[src/rtl/pipelined_adder_pkg.sv]
// pipelined_adder_pkg: shared constants and parameter helpers for pipelined_adder.
package pipelined_adder_pkg;

    localparam logic OP_ADD = 1'b0;
    localparam logic OP_SUB = 1'b1;

    function automatic int slice_width(input int width, input int stages);
        return width / stages;
    endfunction

    function automatic bit cfg_ok(input int width, input int stages);
        return stages >= 1 && stages <= width && width % stages == 0;
    endfunction

endpackage

[src/rtl/adder_slice.sv]
// adder_slice: CW-bit ripple chain of full adders; also exposes the carry into its MSB.
module adder_slice #(
    parameter int CW = 4
) (
    input  logic [CW-1:0] a,
    input  logic [CW-1:0] b,
    input  logic          ci,
    output logic [CW-1:0] s,
    output logic          co,
    output logic          c_msb
);

    logic [CW:0] c;

    assign c[0] = ci;

    for (genvar i = 0; i < CW; i++) begin : gen_fa
        full_adder u_fa (
            .a (a[i]),
            .b (b[i]),
            .ci(c[i]),
            .s (s[i]),
            .co(c[i+1])
        );
    end

    assign co    = c[CW];
    assign c_msb = c[CW-1];

endmodule

[src/rtl/full_adder.sv]
// full_adder: one-bit full adder cell.
module full_adder (
    input  logic a,
    input  logic b,
    input  logic ci,
    output logic s,
    output logic co
);

    assign s  = a ^ b ^ ci;
    assign co = (a & b) | (ci & (a ^ b));

endmodule

[src/rtl/pipelined_adder.sv]
// pipelined_adder: STAGES-deep registered ripple add/subtract with valid/ready backpressure.
// Define PIPELINED_ADDER_OVF_EN to add the registered signed-overflow output ovf.
module pipelined_adder
    import pipelined_adder_pkg::*;
#(
    parameter int WIDTH  = 16,
    parameter int STAGES = 4
) (
    input  logic             clk,
    input  logic             rst_n,
    input  logic             in_valid,
    output logic             in_ready,
    input  logic [WIDTH-1:0] A,
    input  logic [WIDTH-1:0] B,
    input  logic             Ci,
    input  logic             sub,
    output logic             out_valid,
    input  logic             out_ready,
    output logic [WIDTH-1:0] S,
    output logic             Co
`ifdef PIPELINED_ADDER_OVF_EN
    ,
    output logic             ovf
`endif
);

    localparam int CW = slice_width(WIDTH, STAGES);

    if (!cfg_ok(WIDTH, STAGES)) begin : gen_cfg_err
        $error("pipelined_adder: WIDTH must be a multiple of STAGES and 1 <= STAGES <= WIDTH");
    end

    // Each stage consumes the low CW bits of its operand words; the A word rotates
    // right and the new sum slice enters at the top, so after STAGES stages it holds S.
    logic             advance;
    logic [WIDTH-1:0] a_i [STAGES];
    logic [WIDTH-1:0] b_i [STAGES];
    logic [WIDTH-1:0] a_q [STAGES];
    logic [WIDTH-1:0] b_q [STAGES];
    logic [CW-1:0]    sum [STAGES];
    logic [STAGES-1:0] c_i, v_i, c_q, v_q, co_s, cm_s;
    logic             unused_b;

    assign advance   = ~v_q[STAGES-1] | out_ready;
    assign in_ready  = advance;
    assign out_valid = v_q[STAGES-1];
    assign S         = a_q[STAGES-1];
    assign Co        = c_q[STAGES-1];
    assign unused_b  = ^b_q[STAGES-1];

    always_comb begin
        a_i[0] = A;
        b_i[0] = (sub == OP_SUB) ? ~B : B;
        c_i[0] = (sub == OP_ADD) ? Ci : 1'b1;
        v_i[0] = in_valid;
        for (int k = 1; k < STAGES; k++) begin
            a_i[k] = a_q[k-1];
            b_i[k] = b_q[k-1];
            c_i[k] = c_q[k-1];
            v_i[k] = v_q[k-1];
        end
    end

    for (genvar k = 0; k < STAGES; k++) begin : gen_stage
        adder_slice #(.CW(CW)) u_slice (
            .a    (a_i[k][CW-1:0]),
            .b    (b_i[k][CW-1:0]),
            .ci   (c_i[k]),
            .s    (sum[k]),
            .co   (co_s[k]),
            .c_msb(cm_s[k])
        );
    end

    always_ff @(posedge clk or negedge rst_n) begin
        if (!rst_n) begin
            for (int k = 0; k < STAGES; k++) begin
                a_q[k] <= '0;
                b_q[k] <= '0;
            end
            c_q <= '0;
            v_q <= '0;
        end else if (advance) begin
            for (int k = 0; k < STAGES; k++) begin
                a_q[k] <= (a_i[k] >> CW) | (WIDTH'(sum[k]) << (WIDTH - CW));
                b_q[k] <= b_i[k] >> CW;
            end
            c_q <= co_s;
            v_q <= v_i;
        end
    end

`ifdef PIPELINED_ADDER_OVF_EN
    logic unused_cm;
    assign unused_cm = ^cm_s;
    always_ff @(posedge clk or negedge rst_n) begin
        if (!rst_n)
            ovf <= 1'b0;
        else if (advance)
            ovf <= co_s[STAGES-1] ^ cm_s[STAGES-1];
    end
`else
    logic unused_cm;
    assign unused_cm = ^cm_s;
`endif

endmodule

[config.mk]
export PLATFORM = sky130hd
export DESIGN_NAME = pipelined_adder
export DESIGN_NICKNAME = d
export VERILOG_FILES = /design/src/rtl/pipelined_adder_pkg.sv /design/src/rtl/adder_slice.sv /design/src/rtl/full_adder.sv /design/src/rtl/pipelined_adder.sv
export SDC_FILE = /design/constraint.sdc
export NUM_CORES = 1
export LEC_CHECK = 0
export ABC_AREA = 0
export BUFFER_PORTS_ARGS = -buffer_cell sky130_fd_sc_hd__buf_2
export CAP_MARGIN = 15
export CORE_MARGIN = 2
export CORE_UTILIZATION = 53
export DETAILED_ROUTE_END_ITERATION = 7
export PLACE_DENSITY = 0.82
export SLEW_MARGIN = 20
export SYNTH_ARGS = -nofsm -noshare
export SYNTH_HDL_FRONTEND = slang
export SYNTH_SLANG_ARGS = --single-unit
[constraint.sdc]
create_clock -name clk -period 2.8 [get_ports clk]
set_clock_uncertainty 0.15 [all_clocks]
set_input_delay 0.56 -clock clk [delete_from_list [all_inputs] [get_ports clk]]
set_output_delay 0.56 -clock clk [all_outputs]
set_load 0.05 [all_outputs]
==> summary.md, run 1 <==
| Metric | Value |
|---|---|
| Num rows | 32 |
| Hold Crit Depth | 2 |
| Routed WL | 6370 um |
| Peak VDD IR | around 0.0004 V |
| Initial core utilization | 0.545 |
| Synth warnings | 0 |
| H-tree levels | 3 |
| Clock sink total | 96 |
| Vias post-DR | about 2.2k |
| Final hold violation count | 0 |
| Post-Syn Area | 0.00421 mm2 |
| Chip width | 93.2 um |
| Number of global-route vias before repair | ~2.3k |
| Final critical-path share of the clock period | 0.908 |
| CP max stage delay | approximately 0.40 ns |
| Commonest non-fill, non-tap cell in the layout | dfrtp_1 |
| Global placement routability congestion | 0.751 |
| Clk_lat worst skew | about 0.35 ns |
| Clock buffer count from CTS | 9 |
| CP required | about 2.9 ns |
| HP Start | A[8] |
| Status | completed |
| Crit start category | input port |
| Worst Hold Class | input port to flip-flop |
| CTS tree | done |
| Max frequency | between 300 and 400 MHz |
| DIE AREA | 0.00868 mm2 |
| Hold EP | a_i[36] |
| # Max-Cap Violations | 0 |
| Placed cell areas | 0.00458 mm2 |
| Crit path max fanout | 3 |
| Leakage power | approximately 0.0022 uW |
| Max Root-Sink Buffers | 2 |
| Critical path cell sequence | buf_2 -> xnor2_1 -> fa_2 -> fa_2 -> fa_1 -> inv_1 -> fa_1 -> mux2_4 |
| Fin. max-slew vios | 0 |
| Setup CP Type | input port to flip-flop |
| Max-slew headroom | 0.710 |
| Via-to-Cell Ratio | 4.96 |
| N_diodes | 0 |
| Worst slew pin tran | 0.434 ns |
| Root Buffer | clkbuf_8 |
| PwrDens | 1120 mW/mm2 |
| Number of nets in the layout | 388 |
| Cell total after placement | 424 |
| R2r setup slk | 0.32 ns |
| Async S/R FF share, synth | 1.00 |
| R2r startpoint | a_i[32] |
| Min Tclk post-route | ~2.5 ns |
| GRT Overall Usage | 0.166 |
| Syn Inst Count | 276 |
| Final ANT Viol Nets | 0 |
| Worst r2r path cells | 8 |
| Critical path arrival | about 2.6 ns |
| Area Growth Syn to Fin | 13.1% |
| Largest net degree at the start of global routing | between 60 and 70 |
| Port Buf Inserts | 56 |
| Net Count, Synth | 330 |
| RSZ-0062 raised after global routing | no |
| # Post-CTS Setup Buffers | 0 |
| Setup violators final | 0 |
| CTS resizes | 0 |
| Post-route cell area | 0.00477 mm2 |
| Avg Inst Size Synth | 15.3 um2 |
| Hold Slack | 0.278 ns |
| Post-synth cell types | 17 |
| First-pass DRT Iterations | 4 |
| Gr ovfl total | 0 |
| Hpwl dp | between 4000 and 5000 um |
| RR Endpoint | a_i[31] |
| DRC viols | 0 |
| Seq cells post-synth | 96 |
| Initial antenna violation count | 0 |
| Post-synthesis sequential area ratio | 0.570 |
| Post-synth EDFFs | 0 |
| Setup crit end kind | flip-flop |
| Die Y | around 93 um |
| Share of post-route cells with drive strength above 1 | 0.472 |
| Crit path launch | sub |
| Detailed Route Iter0 Violations | 108 |
| IO Pins | 57 |
| Worst path slowest cell | fa_1 |
| Core box area | between 0.007 and 0.008 mm2 |
| Post-detailed-route wirelength per cell | 14.5 um |
| Primary FF master, synth | dfrtp_1 |
| Final Non-Filler Cells | 441 |
| Clk slew on worst S/H paths | 0.10 ns |
| Most frequent cells in the layout | 96 x dfrtp_1, 68 x mux2_2, 55 x buf_2 |
| First-pass GRT wire length | ~11000 um |
[through the flow]
stage	utilization	setup TNS [ns]	setup WS, ns	total power [uW]
after global placement	0.593	-0.0888	-0.0888	4490
final	0.617	0	0.257	5330
after floorplan	-	-0.242	-0.242	4050
after global routing	0.617	0	0.209	5720
after CTS	0.617	0	0.264	5400
after detailed placement	0.593	-0.109	-0.109	4600
[layer usage]
metal	GRT usage	part of all wire	up-vias
li1	-	-	1024
met1	0.226	0.46	1112
met3	0.0500	0.043	6
met2	0.260	0.49	46
met5	0	0	-
met4	0.0539	0.011	0
[registers in the layout, summed over array words and instances, names as in the netlist]
signal and flops:
S 16, c_q 4, a_i 48, b_i 24
v_q 4
[where the power goes]
group | internal, uW | total (uW) | switching, uW
combinational | 1010 | 2200 | 1190
clock | 327 | 798 | 472
sequential | 2010 | 2330 | 322
[worst max-delay path, delay by kind of cell]
kind | cells | cell delay [ns]
muxes | 1 | 0.26
buffers and inverters | 2 | 0.20
adders and majority gates | 4 | 1.47
xor gates and xnor gates | 1 | 0.15
[cell usage after synthesis, types with 2 or more instances]
library cell,n,share of area
xor2_1,11,0.023
dfrtp_1,96,0.57
buf_6,5,0.013
mux2_4,13,0.046
mux2_2,68,0.18
a21oi_1,10,0.012
clkbuf_1,2,0.0018
buf_2,7,0.0083
xnor2_1,5,0.010
inv_1,25,0.022
mux2i_1,4,0.0095
nor3b_1,10,0.018
fa_1,16,0.076
[logic make-up (layout without fill, tap and decap cells)]
kind of cell / Yosys count / in the layout / synth area share
flops: 96 / 96 / 0.570
mux: 85 / 85 / 0.238
buf+inv: 40 / 103 / 0.0475
fa+ha+maj: 16 / 16 / 0.0760
xor+xnor: 16 / 16 / 0.0333
simple gates: 13 / 13 / 0.0235
compound gates: 10 / 10 / 0.0119
[worst max-delay path by stage]
| stage | depth (start not counted) | end | slack [ns] |
|---|---|---|---|
| after floorplan | 9 | a_i[47] | -0.24 |
| after CTS | 8 | a_i[47] | 0.26 |
| after global placement | 8 | a_i[47] | -0.09 |
| after global routing | 8 | a_i[15] | 0.21 |
| final | 8 | a_i[47] | 0.26 |
| after detailed placement | 8 | a_i[47] | -0.11 |
[final cells by class]
class	count	area, um2
repair buffers	62	355
flip-flops and latches	96	2400
fillers	617	2960
inverters	25	93.8
clock buffers	10	128
well taps	102	128
clock inverters	6	43.8
multi-input cells	140	1620
[repair_timing]
| item | 4_1_cts | 5_1_grt |
|---|---|---|
| hold endpoints to repair | 29 | 0 |
| hold buffers | 1 | 0 |
| setup endpoints to repair | 0 | 0 |
Power figures use the tool's default switching activity.
==> run 2: changes to the inputs <==
--- a/config.mk
+++ b/config.mk
@@ -7,7 +7,7 @@
 export LEC_CHECK = 0
 export ABC_AREA = 0
 export BUFFER_PORTS_ARGS = -buffer_cell sky130_fd_sc_hd__buf_2
-export CAP_MARGIN = 15
+export CORE_ASPECT_RATIO = 0.8
 export CORE_MARGIN = 2
 export CORE_UTILIZATION = 53
 export DETAILED_ROUTE_END_ITERATION = 7
==> constraint.sdc (replaced) <==
create_clock -name clk -period 2.8 [get_ports clk]
set_clock_uncertainty 0.15 [all_clocks]
set_input_delay 0.56 -clock clk [delete_from_list [all_inputs] [get_ports clk]]
set_output_delay 0.56 -clock clk [all_outputs]
set_load 0.02 [all_outputs]
==> summary.md, run 2 (same netlist as run 1, synthesis figures left out) <==
| Metric | Value |
|---|---|
| Number of nets in the layout | 386 (-0.52%) |
| Share of post-route cells with drive strength above 1 | 0.470 (-0.00174) |
| Post-CTS Hold Buffers | 0 (-1) |
| Gr ovfl total | 0 (unchanged) |
| Max reg flops | 48 (unchanged) |
| Final Total Pwr | 4980 uW (-6.7%) |
| Psw | 1630 uW (-18%) |
| Final core utilization | 0.607 (-0.00978) |
| Core box area | 0.00784 mm2 (+1.4%) |
| Vias post-DR | 2169 (-0.87%) |
| Crit path max fanout | 3 (unchanged) |
| Setup CP Type | input port to flip-flop |
| First-pass GRT wire length | 11700 um (+5.1%) |
| Clk pwr share | 0.158 (+0.008) |
| Fin. max-slew vios | 0 (unchanged) |
| N_diodes | 0 (unchanged) |
| Detailed Route Iter0 Violations | 64 (-41%) |
| Final ANT Viol Nets | 0 (unchanged) |
| Crit start category | input port |
| Pre-CTS setup slack | -0.132 ns (-0.0223 ns) |
| Most frequent cells in the layout | 96 x dfrtp_1, 68 x mux2_2, 55 x buf_2 |
| Area Growth Syn to Fin | 12.9% |
| Clk_lat worst skew | 0.34 ns (about the same) |
| Via-to-Cell Ratio | 4.89 (-1.5%) |
| Cell total after placement | 429 (+1.2%) |
| Final Non-Filler Cells | 444 (+0.68%) |
| Hpwl dp | 4500 um (+0.94%) |
| Commonest non-fill, non-tap cell in the layout | dfrtp_1 |
| Min Tclk post-route | 2.56 ns (+0.0149 ns) |
| Worst Hold Class | input port to async pin |
| Root Buffer | clkbuf_8 |
| Final critical-path share of the clock period | 0.913 (+0.00534) |
| RSZ-0062 raised after global routing | no |
| Largest net degree at the start of global routing | 67 (+4.7%) |
| DRC viols | 0 (unchanged) |
| Routed WL | 6480 um (+1.7%) |
| CP required | 2.88 ns (about the same) |
| Fin Setup TNS | 0 ns (unchanged) |
| R2r setup slk | 0.30 ns (-0.02 ns) |
| Final worst setup slack | 0.243 ns (-0.0149 ns) |
| PwrDens | 1050 mW/mm2 (-6.5%) |
| Initial antenna violation count | 1 (+1) |
| DIE AREA | 0.00868 mm2 (about the same) |
| Final hold violation count | 0 (unchanged) |
| IO Pins | 57 (unchanged) |
| # Post-CTS Setup Buffers | 0 (unchanged) |
| Global placement routability congestion | 0.723 (-3.7%) |
| Combinational power share | 0.370 (-0.043) |
| Die Y | 83.7 um (-10%) |
| Setup crit end kind | flip-flop |
| Post-detailed-route wirelength per cell | 14.6 um (+1.1%) |
| Max Root-Sink Buffers | 2 (unchanged) |
| CTS tree | done |
| Number of global-route vias before repair | 2371 (+1.2%) |
| Clk slew on worst S/H paths | 0.08 ns (-0.02 ns) |
| Sequential Power Share | 0.472 (+0.035) |
| Initial core utilization | 0.538 (-0.00766) |
| Sw Ratio | 0.327 (-0.0452) |
| Worst slew pin tran | 0.821 ns (+0.387 ns) |
| Peak VDD IR | 0.000499 V (+22%) |
| GRT Overall Usage | 0.171 (+0.00455) |
| Status | completed |
| Num rows | 29 (-9.4%) |
| Max-slew headroom | 0.453 (-0.258) |
| Setup violators final | 0 (unchanged) |
| Max frequency | 391 MHz (-0.58%) |
| # Max-Cap Violations | 0 (unchanged) |
| Leakage power | 0.00219 uW (-0.80%) |
| Chip width | 104 um (+11%) |
| Clock buffer count from CTS | 9 (unchanged) |
| Port Buf Inserts | 56 (unchanged) |
| CTS resizes | 0 (unchanged) |
| H-tree levels | 3 (unchanged) |
| Critical path arrival | 2.63 ns (about the same) |
| Clock sink total | 96 (unchanged) |
| First-pass DRT Iterations | 6 (+2) |
| Internal Pwr Total | 3350 uW (about the same) |
-- run 2: cell count changes in the layout (fill, tap and decap cells not counted), sizes merged --
| cell | previous run | this run |
|---|---|---|
| clkinvlp | 1 | 3 |
| clkbuf | 10 | 11 |
| dlygate4sd3 | 1 | 0 |
| inv | 26 | 25 |
| clkinv | 4 | 1 |
| buf | 61 | 60 |
-- run 2: worst paths after layout --
check / start / to / depth (start not counted)
max reg2reg: a_i[32] / a_i[31] / 8
max in group asynchronous: rst_n / a_i[26] / 2
min reg2reg: v_q[2] / v_q[3] / 1
min in group clk: A[9] / a_i[37] / 2
min: rst_n / c_q[3] / 1
max: sub / a_i[47] / 8
-- run 2: cell type report --
type | count | area, um2
Timing Repair Buffer | 60 | 338
Tap cell | 108 | 135
Clock buffer | 11 | 141
Sequential cell | 96 | 2400
Multi-Input combinational cell | 140 | 1620
Inverter | 25 | 93.8
Clock inverter | 4 | 31.3
Fill cell | 654 | 3080
-- run 2: stage by stage --
| step | hold slack [ns] | instance area [um2] |
|---|---|---|
| 6_report | 0.162 | 4760 |
| 5_1_grt | 0.230 | 4760 |
| 4_1_cts | 0.195 | 4760 |
| 3_5_place_dp | 0.299 | 4580 |
| 3_3_place_gp | 0.292 | 4580 |
| 2_1_floorplan | 0.114 | 4230 |
-- run 2: critical path, stage by stage --
cell and delay (ns):
buf_2 0.12, xnor2_1 0.15, fa_2 0.37, fa_2 0.34, fa_1 0.36, inv_1 0.07, fa_1 0.40, mux2_4 0.26
-- run 2: routing by layer --
layer	share of wire	track usage
met1	0.45	0.236
met2	0.49	0.269
met3	0.045	0.0484
met4	0.0079	0.0479
met5	0.0020	0
-- run 2: power groups by stage --
stage | Sequential (uW) | Combinational (uW) | Clock (uW)
after floorplan | 2430 | 1310 | 0
after global placement | 2350 | 1790 | 0
after detailed placement | 2390 | 1870 | 0
after CTS | 2360 | 1890 | 815
after global routing | 2450 | 2070 | 888
final | 2350 | 1840 | 788
==> run 3: changes to the inputs <==
--- a/config.mk
+++ b/config.mk
@@ -5,12 +5,13 @@
 export SDC_FILE = /design/constraint.sdc
 export NUM_CORES = 1
 export LEC_CHECK = 0
-export ABC_AREA = 0
 export BUFFER_PORTS_ARGS = -buffer_cell sky130_fd_sc_hd__buf_2
 export CORE_ASPECT_RATIO = 0.8
 export CORE_MARGIN = 2
 export CORE_UTILIZATION = 53
 export DETAILED_ROUTE_END_ITERATION = 7
+export HOLD_SLACK_MARGIN = 0.08
+export MAX_ROUTING_LAYER = met4
 export PLACE_DENSITY = 0.82
 export SLEW_MARGIN = 20
 export SYNTH_ARGS = -nofsm -noshare
==> summary.md, run 3 (same netlist as run 1, synthesis figures left out) <==
| Metric | Value |
|---|---|
| Status | completed |
| Critical path's top delay family | adder cells |
| Share of post-route cells with drive strength above 1 | 0.470 (unchanged) |
| Core box area | 0.00784 mm2 (unchanged) |
| Clock sink total | 96 (unchanged) |
| Crit path max fanout | 3 (unchanged) |
| Routed WL | 6510 um (+0.39%) |
| Worst Hold Class | input port to async pin |
| Global placement routability congestion | 0.732 (+1.2%) |
| Final hold violation count | 0 (unchanged) |
| DRC viols | 0 (unchanged) |
| CP required | 2.88 ns (about the same) |
| H-tree levels | 3 (unchanged) |
| PwrDens | 1050 mW/mm2 (about the same) |
| Final ANT Viol Nets | 0 (unchanged) |
| Initial antenna violation count | 1 (unchanged) |
| Critical path buffers and inverters | 2 (unchanged) |
| Initial core utilization | 0.538 (unchanged) |
| Fin. max-slew vios | 0 (unchanged) |
| First-pass DRT Iterations | 6 (unchanged) |
| Via-to-Cell Ratio | 4.87 (-0.32%) |
| Setup CP Type | input port to flip-flop |
| Most frequent cells in the layout | 96 x dfrtp_1, 68 x mux2_2, 55 x buf_2 |
| Final critical-path share of the clock period | 0.913 (about the same) |
| Max Root-Sink Buffers | 2 (unchanged) |
| Leakage power | 0.00219 uW (unchanged) |
| Hpwl dp | 4500 um (unchanged) |
| Num rows | 29 (unchanged) |
| # Max-Cap Violations | 0 (unchanged) |
| Gr ovfl total | 0 (unchanged) |
| Max-slew headroom | 0.451 (-0.00172) |
| Setup crit end kind | flip-flop |
| Number of nets in the layout | 386 (unchanged) |
| Final Non-Filler Cells | 445 (+0.23%) |
| IO Pins | 57 (unchanged) |
| Post-detailed-route wirelength per cell | 14.6 um (+0.16%) |
| Peak VDD IR | 0.000499 V (about the same) |
| Max frequency | 391 MHz (about the same) |
| Critical path cell sequence | buf_2 -> xnor2_1 -> fa_2 -> fa_2 -> fa_1 -> inv_1 -> fa_1 -> mux2_4 |
| GRT Overall Usage | 0.176 (+0.00527) |
| Die Y | 83.7 um (unchanged) |
| Clk_lat worst skew | 0.34 ns (about the same) |
| Number of global-route vias before repair | 2368 (-0.13%) |
| Final Total Pwr | 4980 uW (about the same) |
| Commonest non-fill, non-tap cell in the layout | dfrtp_1 |
| Port Buf Inserts | 56 (unchanged) |
| Critical path arrival | 2.63 ns (about the same) |
| RSZ-0062 raised after global routing | no |
| DIE AREA | 0.00868 mm2 (unchanged) |
| Detailed Route Iter0 Violations | 79 (+23%) |
| CP max stage delay | 0.40 ns (about the same) |
| CTS resizes | 0 (unchanged) |
| Area Growth Syn to Fin | 13.0% (about the same) |
| CTS tree | done |
| # Post-CTS Setup Buffers | 0 (unchanged) |
| Post-CTS Hold Buffers | 0 (unchanged) |
| Setup violators final | 0 (unchanged) |
| Max reg flops | 48 (unchanged) |
| Chip width | 104 um (unchanged) |
| First-pass GRT wire length | 11700 um (+0.24%) |
| Clk slew on worst S/H paths | 0.08 ns (about the same) |
| Largest net degree at the start of global routing | 67 (unchanged) |
| Cell total after placement | 429 (unchanged) |
| Worst path slowest cell | fa_1 |
| Clock buffer count from CTS | 9 (unchanged) |
| Root Buffer | clkbuf_8 |
| Min Tclk post-route | 2.56 ns (-0.000541 ns) |
| Vias post-DR | 2167 (-0.092%) |
| Worst slew pin tran | 0.824 ns (+0.00259 ns) |
| Crit start category | input port |
==> run 3: layout make-up <==
class                   count  area, um2
multi-input cells         140       1620
clock inverters             4       31.3
repair buffers             60        338
fillers                   653       3080
clock buffers              11        141
inverters                  25       93.8
diodes                      1       2.50
well taps                 108        135
flip-flops and latches     96       2400
==> run 3: worst paths after layout <==
check                        start  endpoint  slack [ns]  cells after the start
max in group asynchronous    rst_n   a_i[44]        1.67                      2
max reg2reg                a_i[32]   a_i[31]        0.30                      8
min reg2reg                 v_q[2]    v_q[3]        0.31                      1
min in group clk              A[9]   a_i[37]        0.29                      2
max                            sub   a_i[47]        0.24                      8
min                          rst_n    c_q[3]        0.16                      1
==> run 3: metal layers <==
layer  global-route usage  vias to the layer above  wire length (um)
li1                     -                     1024                 -
met1                0.238                     1097              2980
met2                0.268                       42              3190
met3               0.0468                        4               291
met4               0.0479                        0                52
met5                    -                        -                 0
==> run 3: per-stage QoR <==
step	worst slack, ns	TNS, ns	cell area [um2]	hold slack [ns]	utilization
after detailed placement	-0.132	-0.132	4580	0.299	0.585
final	0.243	0	4760	0.162	0.607
after floorplan	-0.242	-0.242	4230	0.114	-
after global placement	-0.0808	-0.0808	4580	0.292	0.585
after global routing	0.148	0	4760	0.231	0.607
after CTS	0.236	0	4760	0.195	0.607
==> run 3: power breakdown <==
| group | internal (uW) | leakage (uW) | switching [uW] | total [uW] |
|---|---|---|---|---|
| logic | 994 | 0.00101 | 849 | 1840 |
| registers | 2010 | 0.00111 | 337 | 2350 |
| clock network | 344 | 0.0000776 | 447 | 791 |
